$ cat src/rtl/gf16_horner_eval_pkg.sv
// Shared definitions for the GF(2^4) Horner polynomial evaluator:
// symbol width, field reduction constant and controller state encoding.
package gf16_horner_eval_pkg;

    localparam int GF_W = 4;

    // Low terms of the primitive polynomial x^4 + x + 1
    localparam logic [GF_W-1:0] GF_PRIM = 4'b0011;

    typedef enum logic [1:0] {
        ST_IDLE  = 2'b00,
        ST_ACCUM = 2'b01,
        ST_DONE  = 2'b10
    } state_e;

endpackage : gf16_horner_eval_pkg

$ cat src/rtl/gf16_add.sv
// GF(2^4) adder: field addition is a carry-free bitwise XOR.
module gf16_add
    import gf16_horner_eval_pkg::*;
(
    input  logic [GF_W-1:0] i_a,
    input  logic [GF_W-1:0] i_b,
    output logic [GF_W-1:0] o_s
);

    assign o_s = i_a ^ i_b;

endmodule : gf16_add

$ cat src/rtl/gf16_mul.sv
// Combinational GF(2^4) multiplier, product reduced modulo x^4 + x + 1.
module gf16_mul
    import gf16_horner_eval_pkg::*;
(
    input  logic [GF_W-1:0] i_a,
    input  logic [GF_W-1:0] i_b,
    output logic [GF_W-1:0] o_p
);

    logic [GF_W-1:0] w_sh;
    logic [GF_W-1:0] w_acc;

    // Shift-and-add: w_sh walks through i_a * x^i, reduced at every step
    always_comb begin
        w_acc = {GF_W{1'b0}};
        w_sh  = i_a;
        for (int i = 0; i < GF_W; i++) begin
            if (i_b[i]) begin
                w_acc = w_acc ^ w_sh;
            end else begin
                w_acc = w_acc;
            end
            w_sh = {w_sh[GF_W-2:0], 1'b0} ^ (w_sh[GF_W-1] ? GF_PRIM : {GF_W{1'b0}});
        end
        o_p = w_acc;
    end

endmodule : gf16_mul

$ cat src/rtl/gf16_horner_eval.sv
// Streaming Horner evaluator: P(x_pt) over GF(2^4) from a coefficient stream
// delivered highest degree first, result presented with a valid/ready handshake.
module gf16_horner_eval
    import gf16_horner_eval_pkg::state_e;
    import gf16_horner_eval_pkg::ST_IDLE;
    import gf16_horner_eval_pkg::ST_ACCUM;
    import gf16_horner_eval_pkg::ST_DONE;
#(
    parameter int GF_W  = 4,
    parameter int LEN_W = 4
) (
    input  logic             clk,
    input  logic             rst_n,
    input  logic             start,
    input  logic [LEN_W-1:0] len,
    input  logic [GF_W-1:0]  x_pt,
    input  logic             coef_valid,
    input  logic [GF_W-1:0]  coef_data,
    output logic             coef_ready,
    output logic             res_valid,
    output logic [GF_W-1:0]  res_data,
    input  logic             res_ready,
    output logic             busy
);

    localparam logic [LEN_W-1:0] CNT_ONE  = {{(LEN_W-1){1'b0}}, 1'b1};
    localparam logic [LEN_W-1:0] CNT_ZERO = {LEN_W{1'b0}};
    localparam logic [GF_W-1:0]  SYM_ZERO = {GF_W{1'b0}};

    state_e           r_state;
    state_e           w_state_nxt;
    logic [GF_W-1:0]  r_acc;
    logic [GF_W-1:0]  w_acc_nxt;
    logic [GF_W-1:0]  r_x;
    logic [GF_W-1:0]  w_x_nxt;
    logic [LEN_W-1:0] r_cnt;
    logic [LEN_W-1:0] w_cnt_nxt;

    logic             r_coef_ready;
    logic             r_res_valid;
    logic [GF_W-1:0]  r_res_data;
    logic             r_busy;
    logic             w_res_valid_nxt;
    logic [GF_W-1:0]  w_res_data_nxt;

    logic [GF_W-1:0]  w_prod;
    logic [GF_W-1:0]  w_sum;
    logic             w_accept;
    logic             w_res_hs;

    gf16_mul u_mul (
        .i_a (r_acc),
        .i_b (r_x),
        .o_p (w_prod)
    );

    gf16_add u_add (
        .i_a (w_prod),
        .i_b (coef_data),
        .o_s (w_sum)
    );

    assign w_accept = (r_state == ST_ACCUM) && coef_valid;
    assign w_res_hs = r_res_valid && res_ready;

    // Next-state, accumulator and counter logic
    always_comb begin
        w_state_nxt = r_state;
        w_acc_nxt   = r_acc;
        w_x_nxt     = r_x;
        w_cnt_nxt   = r_cnt;
        case (r_state)
            ST_IDLE: begin
                if (start) begin
                    w_acc_nxt = SYM_ZERO;
                    w_x_nxt   = x_pt;
                    w_cnt_nxt = len;
                    if (len != CNT_ZERO) begin
                        w_state_nxt = ST_ACCUM;
                    end else begin
                        w_state_nxt = ST_DONE;
                    end
                end else begin
                    w_state_nxt = ST_IDLE;
                end
            end
            ST_ACCUM: begin
                if (w_accept) begin
                    w_acc_nxt = w_sum;
                    w_cnt_nxt = r_cnt - CNT_ONE;
                    if (r_cnt == CNT_ONE) begin
                        w_state_nxt = ST_DONE;
                    end else begin
                        w_state_nxt = ST_ACCUM;
                    end
                end else begin
                    w_state_nxt = ST_ACCUM;
                end
            end
            ST_DONE: begin
                if (w_res_hs) begin
                    w_state_nxt = ST_IDLE;
                end else begin
                    w_state_nxt = ST_DONE;
                end
            end
            default: begin
                w_state_nxt = ST_IDLE;
                w_acc_nxt   = SYM_ZERO;
                w_x_nxt     = SYM_ZERO;
                w_cnt_nxt   = CNT_ZERO;
            end
        endcase
    end

    // Result is offered from the cycle after DONE is entered and withdrawn with the handshake
    always_comb begin
        w_res_valid_nxt = 1'b0;
        w_res_data_nxt  = SYM_ZERO;
        if ((r_state == ST_DONE) && !w_res_hs) begin
            w_res_valid_nxt = 1'b1;
            w_res_data_nxt  = r_acc;
        end else begin
            w_res_valid_nxt = 1'b0;
            w_res_data_nxt  = SYM_ZERO;
        end
    end

    // All evaluator state plus the registered output flags
    always_ff @(posedge clk or negedge rst_n) begin
        if (!rst_n) begin
            r_state      <= ST_IDLE;
            r_acc        <= SYM_ZERO;
            r_x          <= SYM_ZERO;
            r_cnt        <= CNT_ZERO;
            r_coef_ready <= 1'b0;
            r_res_valid  <= 1'b0;
            r_res_data   <= SYM_ZERO;
            r_busy       <= 1'b0;
        end else begin
            r_state      <= w_state_nxt;
            r_acc        <= w_acc_nxt;
            r_x          <= w_x_nxt;
            r_cnt        <= w_cnt_nxt;
            r_coef_ready <= (w_state_nxt == ST_ACCUM);
            r_res_valid  <= w_res_valid_nxt;
            r_res_data   <= w_res_data_nxt;
            r_busy       <= (w_state_nxt != ST_IDLE);
        end
    end

    assign coef_ready = r_coef_ready;
    assign res_valid  = r_res_valid;
    assign res_data   = r_res_data;
    assign busy       = r_busy;

endmodule : gf16_horner_eval

$ cat config.mk
export PLATFORM = sky130hd
export DESIGN_NAME = gf16_horner_eval
export DESIGN_NICKNAME = d
export VERILOG_FILES = /design/src/rtl/gf16_horner_eval_pkg.sv /design/src/rtl/gf16_add.sv /design/src/rtl/gf16_mul.sv /design/src/rtl/gf16_horner_eval.sv
export SDC_FILE = /design/constraint.sdc
export NUM_CORES = 1
export LEC_CHECK = 0
export BUFFER_PORTS_ARGS = -buffer_cell sky130_fd_sc_hd__buf_2
export CELL_PAD_IN_SITES_DETAIL_PLACEMENT = 2
export CELL_PAD_IN_SITES_GLOBAL_PLACEMENT = 2
export CORE_MARGIN = 4
export CORE_UTILIZATION = 33
export DETAILED_ROUTE_END_ITERATION = 8
export GPL_TIMING_DRIVEN = 0
export HOLD_SLACK_MARGIN = 0.1
export PLACE_DENSITY_LB_ADDON = 0.1
export SLEW_MARGIN = 5
export SYNTH_ARGS = -nofsm -noshare
export SYNTH_HDL_FRONTEND = slang
export SYNTH_SLANG_ARGS = --single-unit
export TNS_END_PERCENT = 5
$ cat constraint.sdc
create_clock -name clk -period 2.3 [get_ports clk]
set_input_delay 0.115 -clock clk [delete_from_list [all_inputs] [get_ports clk]]
set_output_delay 0.115 -clock clk [all_outputs]
set_load 0.01 [all_outputs]
==> impl_metrics.py <==
metrics = {
    "synth": {
        "ys.flop_type": "dfrtp_1",
        "synth_edf_count": 0,
        "synth-simple-area-share": 0.179,
        "syn_area_sq_mm": 0.00132,
        "synth_compound_area_frac": 0.147,
        "syn_inst": 140,
        "synth_area_per_cell_sq_um": 9.43,
        "syn_nets": 163,
        "seq_area_frac_synth": 0.398,
        "synth_top_family_by_area": "simple AND/OR/NAND/NOR gates",
        "synth-adder-area-share": 0.0569,
        "synth_largest_area_cell": "dfrtp_1",
        "synthTopCellsByArea": "dfrtp_1 (40%), ha_1 (5.7%), nand2_1 (5.4%)",
        "synth.distinct_cells": 38,
        "ys_seq_elements": 21,
        "yosysMostFrequentCell": "dfrtp_1",
        "synth_xor_area_frac": 0.122,
        "synth.top_cell.area_share": 0.398,
        "synth_common_cells": "dfrtp_1 (21), nand2_1 (19), nor2_1 (11), inv_1 (8)",
        "synth_mux_area_frac": 0.0303,
        "async_flop_share": 1.00,
        "yosys_warnings": 0,
    },
    "setup_path": {
        "r2r_slack_ns": 0.24,
        "r2r-start": "r_state[1]",
        "arrival_ns": 2.22,
        "critPathMaxFanout": 10,
        "worst_r2r_path_depth": 7,
        "rr_endpoint": "r_acc[3]",
        "critical_path_class": "reg2reg",
        "crit_required_ns": 2.46,
        "critPathLaunchType": "flip-flop",
        "crit_path_end_kind": "flip-flop",
    },
    "sta": {
        "grt_setup_unrepaired": "false",
        "worstMarginPinSlew_ns": 0.544,
        "setup_tns_ns": 0,
        "fin_crit_sh": 0.895,
        "setup_slack_ns": 0.241,
        "setup_viol": 0,
        "fin_skew_ns": 0.00240,
        "fin_crit_ns": 2.06,
        "fmax_ghz": 0.486,
        "slew_viol_final": 0,
        "finalHoldViolCount": 0,
        "slew_headroom": 0.636,
    },
    "placement": {
        "port-buffer-count": 23,
        "placed_cell_area_sq_mm": 0.00150,
        "dp_hpwl_microns": 2760,
        "dp_worst_setup_slack_ns": -0.0286,
        "dp_cells": 211,
        "gp_congestion": 0.745,
    },
    "power_and_ir_drop": {
        "irDropWorstVdd_uv": 413,
        "leakage_uw": 0.000748,
        "power.total_uw": 2060,
        "powerDensity_mw_per_mm2": 1300,
    },
    "detailed_routing": {
        "routed_via_density": 5.08,
        "wire_per_inst_microns": 16.3,
        "drc_errors": 0,
        "ant_nets": 0,
        "drt-initial-drc-count": 24,
        "totalWireLength_microns": 3550,
        "dr.pass1.iters": 4,
        "vias": 1108,
    },
    "status": {
        "status": "completed",
    },
    "worst_hold_path": {
        "hold_path.class": "in2reg",
        "whs_endpoint": "r_x[3]",
        "worstHoldStart": "x_pt[3]",
        "holdPathStages": 2,
    },
    "global_routing": {
        "grt_usage": 0.149,
        "overflow": 0,
        "grt_pass1_vias": 1246,
        "grt_max_degree": 22,
        "grt_first_pass_wirelength_microns": 5900,
        "antenna_found_initial": 0,
    },
    "finish": {
        "n_antenna_cell": 0,
        "nets": 194,
        "final_area_sq_mm": 0.00158,
        "drive_gt1_frac": 0.224,
        "layoutNonFillerInstCount": 218,
        "areaGrowthSynthToFinish_pct": 20.0,
    },
    "floorplan": {
        "ioPinCount": 24,
        "start_util": 0.350,
        "die_w_microns": 71.2,
        "die_y_microns": 71.2,
        "core_sq_mm": 0.00377,
        "rows": 22,
        "design.die.area_sq_mm": 0.00508,
    },
    "clock_network": {
        "clkTransAtPathRegs_ns": 0.08,
        "clockBufferDepth": 2,
        "cts_root_buf": "clkbuf_8",
        "clkSinkCount": 21,
        "cts_tree": "yes",
        "h-tree-depth": 1,
        "clock_latency_ns": 0.27,
        "post_cts.repair.setup_buffers": 0,
        "cts_made_buffers": 3,
    },
    "flow_run": {
        "maxCapViolations": 0,
    },
}
## flip-flops by register name, indices dropped and copies added, names as in the netlist
| register | flops |
|---|---|
| res_data | 4 |
| r_state | 2 |
| r_x | 4 |
| busy | 1 |
| coef_ready | 1 |
| res_valid | 1 |
| r_acc | 4 |
| r_cnt | 4 |
## how the worst max path moves through the flow
stage	from	to	slack, ns	cells after the start
finish	r_state[1]	r_acc[3]	0.24	7
global route	r_state[1]	r_cnt[2]	0.02	9
CTS	r_state[1]	r_cnt[2]	0.02	9
detailed placement	r_state[1]	r_acc[2]	-0.03	8
global placement	r_state[0]	r_acc[2]	0.02	8
floorplan	r_state[0]	r_cnt[3]	0.40	9
## worst max-delay path: stages, from the launching register on
cell	delay, ns
dfrtp_1	0.39
inv_1	0.08
ha_1	0.18
clkbuf_1	0.19
nor2b_1	0.20
or3_1	0.34
buf_2	0.21
o41ai_1	0.36
## cells by family after synthesis
family	Yosys count
compound gates	25
mux	4
flops	21
xor+xnor	16
fa+ha+maj	6
buf+inv	17
simple gates	51
## routing by layer
| metal | vias to the layer above | GRT usage | routed length (microns) |
|---|---|---|---|
| met5 | - | 0 | 0 |
| met4 | 0 | 0.0501 | 46 |
| met3 | 5 | 0.0252 | 88 |
| met2 | 15 | 0.274 | 1870 |
| met1 | 550 | 0.173 | 1550 |
| li1 | 538 | - | - |
## per-stage QoR
stage                util  hold WS (ns)
floorplan               -        -0.181
global placement    0.396         0.107
detailed placement  0.396         0.117
CTS                 0.421         0.105
global route        0.420         0.122
finish              0.420         0.108
## area by class of cell
class,count,area (sq um)
Buffer,8,55.1
Tap cell,48,60.1
Multi-Input combinational cell,102,712
Fill cell,424,2190
Inverter,8,30.0
Clock inverter,1,5.00
Sequential cell,21,526
Clock buffer,3,41.3
Timing Repair Buffer,27,155
## report_power, final
group	switching [uW]	total, uW	internal [uW]
sequential	97.9	607	509
clock	131	252	121
combinational	687	1200	515
total	916	2060	1150
## cells in the final DEF, fill, tap and decap left out, types with 3 or more instances in the layout
| cell type | n |
|---|---|
| inv_1 | 8 |
| nor2_1 | 11 |
| mux2i_1 | 4 |
| xor2_1 | 7 |
| a22o_1 | 3 |
| nand2_1 | 19 |
| nand3_1 | 4 |
| and3_1 | 3 |
| buf_2 | 25 |
| nor2b_1 | 3 |
| ha_1 | 6 |
| clkbuf_8 | 3 |
| dfrtp_1 | 21 |
| a21oi_1 | 7 |
| xnor2_1 | 7 |
| dlygate4sd3_1 | 4 |
## repair_timing
| item | 4_1_cts | 5_1_grt |
|---|---|---|
| hold buffers | 4 | 0 |
| setup endpoints to repair | 2 | 5 |
| cloned | 0 | 0 |
| gates resized for setup | 1 | 3 |
| hold endpoints to repair | 24 | 0 |
Note: power is estimated with default switching activity, not from simulation.
